`src/rtl/draw_pkg.sv`:
```
// Shared types and constants for the draw arbiter slice.
package draw_pkg;

    typedef enum logic {
        S_IDLE = 1'b0,
        S_HOLD = 1'b1
    } state_t;

    localparam logic [1:0] GRANT_CLEAR = 2'd3;
    localparam int COORD_W = 9;
    localparam int COLOR_W = 3;

endpackage

```
`src/rtl/draw_arbiter_rr_picker.sv`:
```
// Round-robin winner selection: first valid requester at or after rr_ptr, modulo 3.
module rr_picker (
    input  logic [2:0] req_valid,
    input  logic [1:0] rr_ptr,
    output logic       any_valid,
    output logic [1:0] win_idx
);

    always_comb begin : pick
        int unsigned idx;
        logic [1:0]  idx2;
        any_valid = 1'b0;
        win_idx   = '0;
        idx       = 0;
        idx2      = '0;
        for (int unsigned k = 0; k < 3; k++) begin
            idx = 32'(rr_ptr) + k;
            if (idx >= 3) idx = idx - 3;
            idx2 = 2'(idx);
            if (!any_valid && req_valid[idx2]) begin
                any_valid = 1'b1;
                win_idx   = idx2;
            end
        end
    end

endmodule

```
`src/rtl/draw_arbiter.sv`:
```
// Shares one box drawer between three requesters plus a per-frame background clear.
// Optional overrun counter enabled by DRAW_ARBITER_OVERRUN_EN.
module draw_arbiter
    import draw_pkg::*;
#(
    parameter int              NUM_REQ       = 3,
    parameter logic [8:0]      SCREEN_WIDTH  = 9'd320,
    parameter logic [8:0]      SCREEN_HEIGHT = 9'd240,
    parameter logic [2:0]      BG_COLOR      = 3'd0
) (
    input  logic        clock,
    input  logic        reset_n,
    input  logic        frame_tick,
    input  logic [2:0]  req_valid,
    output logic [2:0]  req_ready,
    input  logic [26:0] req_x,
    input  logic [26:0] req_y,
    input  logic [26:0] req_w,
    input  logic [26:0] req_h,
    input  logic [8:0]  req_color,
    input  logic        m_ready,
    output logic        m_valid,
    output logic [8:0]  out_box_x,
    output logic [8:0]  out_box_y,
    output logic [8:0]  out_box_w,
    output logic [8:0]  out_box_h,
    output logic [2:0]  out_box_color,
    output logic [1:0]  grant_id
`ifdef DRAW_ARBITER_OVERRUN_EN
    ,
    output logic [15:0] overrun_count
`endif
);

    state_t     state, state_nxt;
    logic [1:0] rr_ptr;
    logic       clear_pending;
    logic       any_valid;
    logic [1:0] win_idx;
    logic       take_clear;
    logic       take_req;

    rr_picker u_picker (
        .req_valid (req_valid),
        .rr_ptr    (rr_ptr),
        .any_valid (any_valid),
        .win_idx   (win_idx)
    );

    always_comb begin
        state_nxt  = state;
        req_ready  = '0;
        take_clear = 1'b0;
        take_req   = 1'b0;
        case (state)
            S_IDLE: begin
                if (clear_pending) begin
                    take_clear = 1'b1;
                    state_nxt  = S_HOLD;
                end else if (any_valid) begin
                    take_req  = 1'b1;
                    req_ready = 3'b001 << win_idx;
                    state_nxt = S_HOLD;
                end
            end
            S_HOLD: begin
                if (m_ready) state_nxt = S_IDLE;
            end
            default: state_nxt = S_IDLE;
        endcase
        if (!reset_n) begin
            req_ready  = '0;
            take_clear = 1'b0;
            take_req   = 1'b0;
        end
    end

    assign m_valid = (state == S_HOLD);

    always_ff @(posedge clock) begin
        if (!reset_n) begin
            state         <= S_IDLE;
            rr_ptr        <= '0;
            clear_pending <= 1'b0;
            out_box_x     <= '0;
            out_box_y     <= '0;
            out_box_w     <= '0;
            out_box_h     <= '0;
            out_box_color <= '0;
            grant_id      <= '0;
        end else begin
            state <= state_nxt;
            // A tick coinciding with consumption re-arms, so one more clear follows.
            if (take_clear) clear_pending <= frame_tick;
            else            clear_pending <= clear_pending | frame_tick;
            if (take_clear) begin
                out_box_x     <= '0;
                out_box_y     <= '0;
                out_box_w     <= SCREEN_WIDTH;
                out_box_h     <= SCREEN_HEIGHT;
                out_box_color <= BG_COLOR;
                grant_id      <= GRANT_CLEAR;
            end else if (take_req) begin
                out_box_x     <= req_x[COORD_W*win_idx +: COORD_W];
                out_box_y     <= req_y[COORD_W*win_idx +: COORD_W];
                out_box_w     <= req_w[COORD_W*win_idx +: COORD_W];
                out_box_h     <= req_h[COORD_W*win_idx +: COORD_W];
                out_box_color <= req_color[COLOR_W*win_idx +: COLOR_W];
                grant_id      <= win_idx;
                rr_ptr        <= (win_idx == 2'(NUM_REQ - 1)) ? '0 : win_idx + 2'd1;
            end
        end
    end

`ifdef DRAW_ARBITER_OVERRUN_EN
    always_ff @(posedge clock) begin
        if (!reset_n) begin
            overrun_count <= '0;
        end else if (frame_tick && overrun_count != 16'hFFFF &&
                     (clear_pending || (state == S_HOLD && grant_id == GRANT_CLEAR))) begin
            overrun_count <= overrun_count + 16'd1;
        end
    end
`endif

endmodule

```
`config.mk`:
```
export PLATFORM = sky130hd
export DESIGN_NAME = draw_arbiter
export DESIGN_NICKNAME = d
export VERILOG_FILES = /design/src/rtl/draw_pkg.sv /design/src/rtl/draw_arbiter_rr_picker.sv /design/src/rtl/draw_arbiter.sv
export SDC_FILE = /design/constraint.sdc
export NUM_CORES = 1
export LEC_CHECK = 0
export ABC_AREA = 1
export CORE_ASPECT_RATIO = 1.25
export CORE_UTILIZATION = 34
export DETAILED_ROUTE_END_ITERATION = 7
export GPL_ROUTABILITY_DRIVEN = 0
export HOLD_SLACK_MARGIN = 0.12
export PLACE_DENSITY_LB_ADDON = 0.1
export SLEW_MARGIN = 40
export SYNTH_ARGS = -nofsm -noshare
export SYNTH_HDL_FRONTEND = slang
export SYNTH_HIERARCHICAL = 1
export SYNTH_SLANG_ARGS = --single-unit
```
`constraint.sdc`:
```
create_clock -name clock -period 6.8 [get_ports clock]
set_clock_uncertainty 0.05 [all_clocks]
set_input_delay 1.02 -clock clock [delete_from_list [all_inputs] [get_ports clock]]
set_output_delay 1.02 -clock clock [all_outputs]
set_load 0.005 [all_outputs]
```
==> results.py <==
metrics = {
    "outcome": {
        "outcome": "complete, no violations",
    },
    "finish": {
        "n_antenna_cell": 0,
        "layout_commonest_cell": "nand2_1",
        "area.growth.synth_to_final_pct": 62.1,
        "nets": 722,
        "mostFrequentLayoutCells": "205 x nand2_1, 168 x clkdlybuf4s50_1, 87 x nand3_1",
        "drive_gt1_share_pct": 4.38,
    },
    "route": {
        "drt_pass1_iterations": 4,
        "routed-via-count": 3273,
        "drt-initial-drc-count": 176,
        "drc": 0,
        "wl_per_cell_um": 12.9,
        "ant_nets": 0,
        "vias_per_cell": 4.75,
        "drt_wl_total_mm": 8.87,
    },
    "pwr": {
        "power_density_mw_per_mm2": 254,
        "switchingPower_uw": 452,
        "power_frac_seq_pct": 32.0,
        "power_uw": 1130,
        "vdd_drop_max_mv": 0.148,
        "p_sw_share_pct": 39.9,
        "p_int_uw": 682,
        "pwr-share-comb_pct": 54.5,
        "p_leak_uw": 0.00200,
        "clkPwrFrac_pct": 13.5,
    },
    "timing": {
        "period_needed_ps": 5190,
        "worst_slew_pin_slew_ps": 810,
        "timing.max_slew.rel_slack_pct": 45.9,
        "setup_viol": 0,
        "tns_ps": 0,
        "slew_violations": 0,
        "rsz0062_at_grt": "no",
        "fmax_ghz": 0.193,
        "hold_viol": 0,
        "post-route-period-util_pct": 76.4,
    },
    "logic_synthesis": {
        "ys_seq_area_share_pct": 32.7,
        "synth-warning-count": 6,
        "synthesis.nets": 568,
        "syn_area_sq_mm": 0.00275,
        "ys_ff_latch": 45,
        "yosysUniqueCellTypes": 25,
        "avgSynthCellArea_sq_um": 6.24,
        "synth_cells": 441,
    },
    "setup_path": {
        "startpoint_type": "input port",
        "critPathKind": "input port to output port",
        "cp_max_fo": 34,
        "endpoint": "req_ready[1]",
        "r2r-start": "rr_ptr[0]",
        "crit_required_ps": 5730,
        "crit_path_end_kind": "output port",
        "rr_worst_depth": 15,
        "cp.arrival_ps": 4120,
        "worstReg2RegEnd": "out_box_x[4]",
        "r2r_slack_ps": 3680,
        "startpoint": "req_valid[1]",
    },
    "die": {
        "dieArea_sq_mm": 0.00847,
        "std_cell_rows": 36,
        "core_area_sq_mm": 0.00784,
        "start_util_pct": 35.1,
        "io_pins": 169,
        "die_x_um": 82.5,
        "die_h_um": 103,
    },
    "min_path": {
        "hold_path_class": "flip-flop to flip-flop",
    },
    "clock_network": {
        "clockRootBuffer": "clkbuf_8",
        "ctsHtreeMaxLevel": 2,
        "numClockSinks": 45,
        "cts_resized": 0,
        "hold_buffers": 0,
        "path_clk_slew_ps": 80,
        "clock_latency_ps": 290,
        "cts_buffer_depth": 2,
        "numCtsBuffers": 5,
        "postCtsSetupBuffers": 0,
        "cts_tree": "done",
    },
    "grt": {
        "gr-total-overflow": 0,
        "antenna_found_initial": 0,
        "grt_pass1_wl_mm": 13.6,
        "grt_use_total_pct": 20.9,
        "grt_pass1_vias": 2963,
        "grt_max_degree": 51,
    },
    "placement": {
        "io_buffers": 168,
        "dpl.hpwl_mm": 6.64,
    },
    "job": {
        "cap_violations": 0,
    },
}
-- Yosys cell counts --
cell     number  area, sq um
a21oi_1       4         20.0
a21oi_4       1         16.3
a31oi_1       2         12.5
buf_2         8         40.0
buf_4         6         45.0
buf_6         9          101
dfxtp_1      45          901
ha_1          3         37.5
inv_1        15         56.3
inv_2         5         18.8
inv_4         1         6.26
nand2_1     205          769
nand2_2       1         6.26
nand2_4       3         33.8
nand3_1      87          435
nor2_1       23         86.3
nor2_2        2         12.5
nor2_4        2         22.5
nor2_8        2         40.0
nor3_1        1         5.00
nor3_2        1         10.0
o21ai_0       3         15.0
o21ai_1      10         50.1
o22ai_1       1         6.26
or2_1         1         6.26
-- registers in the layout (all words and copies together), names as in the netlist --
register	flops
clear_pending	1
grant_id	2
m_valid	1
out_box_color	3
out_box_h	9
out_box_w	9
out_box_x	9
out_box_y	9
rr_ptr	2
-- cell families (layout without fill, tap and decap cells) --
logic type / after synthesis / after routing / share of synthesized area (%)
AND/OR/NAND/NOR: 328 / 328 / 51.8
flip-flops: 45 / 45 / 32.7
buffers and inverters: 44 / 197 / 9.72
AO/OA/AOI/OAI: 21 / 21 / 4.36
adder cells (fa/ha/maj): 3 / 3 / 1.36
-- power groups by stage --
stage	combinational (uW)	sequential, uW	clock, uW
floorplan	375	370	0
detailed placement	624	367	0
CTS	625	363	159
finish	618	363	154
global placement	618	366	0
global route	690	371	169
-- per-layer routing --
layer	vias to the layer above	global-route usage [%]	part of all wire (%)
met5	-	0	0
met4	0	7.16	1.6
met3	12	5.22	5.8
met2	105	39.4	54
met1	1451	22.1	39
li1	1705	-	-
-- critical path, stage by stage --
cell,delay (ps)
clkdlybuf4s50_1,540
inv_1,100
nand2_1,70
nand2_1,50
a21oi_1,210
nand3_1,100
nand2_1,450
inv_2,180
nor2_4,660
nand2_1,160
inv_1,100
clkdlybuf4s50_1,490
-- how the worst min path moves through the flow --
stage / start / endpoint / cells after the start / slack [ps]
global placement: out_box_y[7] / out_box_y[7] / 2 / 410
finish: out_box_y[3] / out_box_y[3] / 2 / 420
global route: out_box_x[7] / out_box_x[7] / 2 / 440
detailed placement: out_box_y[3] / out_box_y[3] / 2 / 410
floorplan: rr_ptr[1] / rr_ptr[1] / 2 / 410
CTS: out_box_y[3] / out_box_y[3] / 2 / 420
-- metrics by stage --
| stage | setup WS (ps) | hold slack, ps | area, sq um | std cells | util [%] |
|---|---|---|---|---|---|
| detailed placement | 1660 | 407 | 4390 | 683 | 56.0 |
| finish | 1610 | 419 | 4460 | 689 | 57.0 |
| CTS | 1660 | 422 | 4460 | 689 | 57.0 |
| global placement | 1770 | 409 | 4380 | 682 | 55.8 |
| floorplan | 3590 | 412 | 2750 | 441 | - |
| global route | 1370 | 443 | 4460 | 689 | 57.0 |
-- cell type report --
type	count	area, sq um
fillers	798	3370
clock buffers	5	68.8
multi-input cells	352	1590
repair buffers	170	1700
flip-flops and latches	45	901
clock inverters	1	5.00
well taps	95	119
inverters	21	81.3
Power figures use the tool's default switching activity.
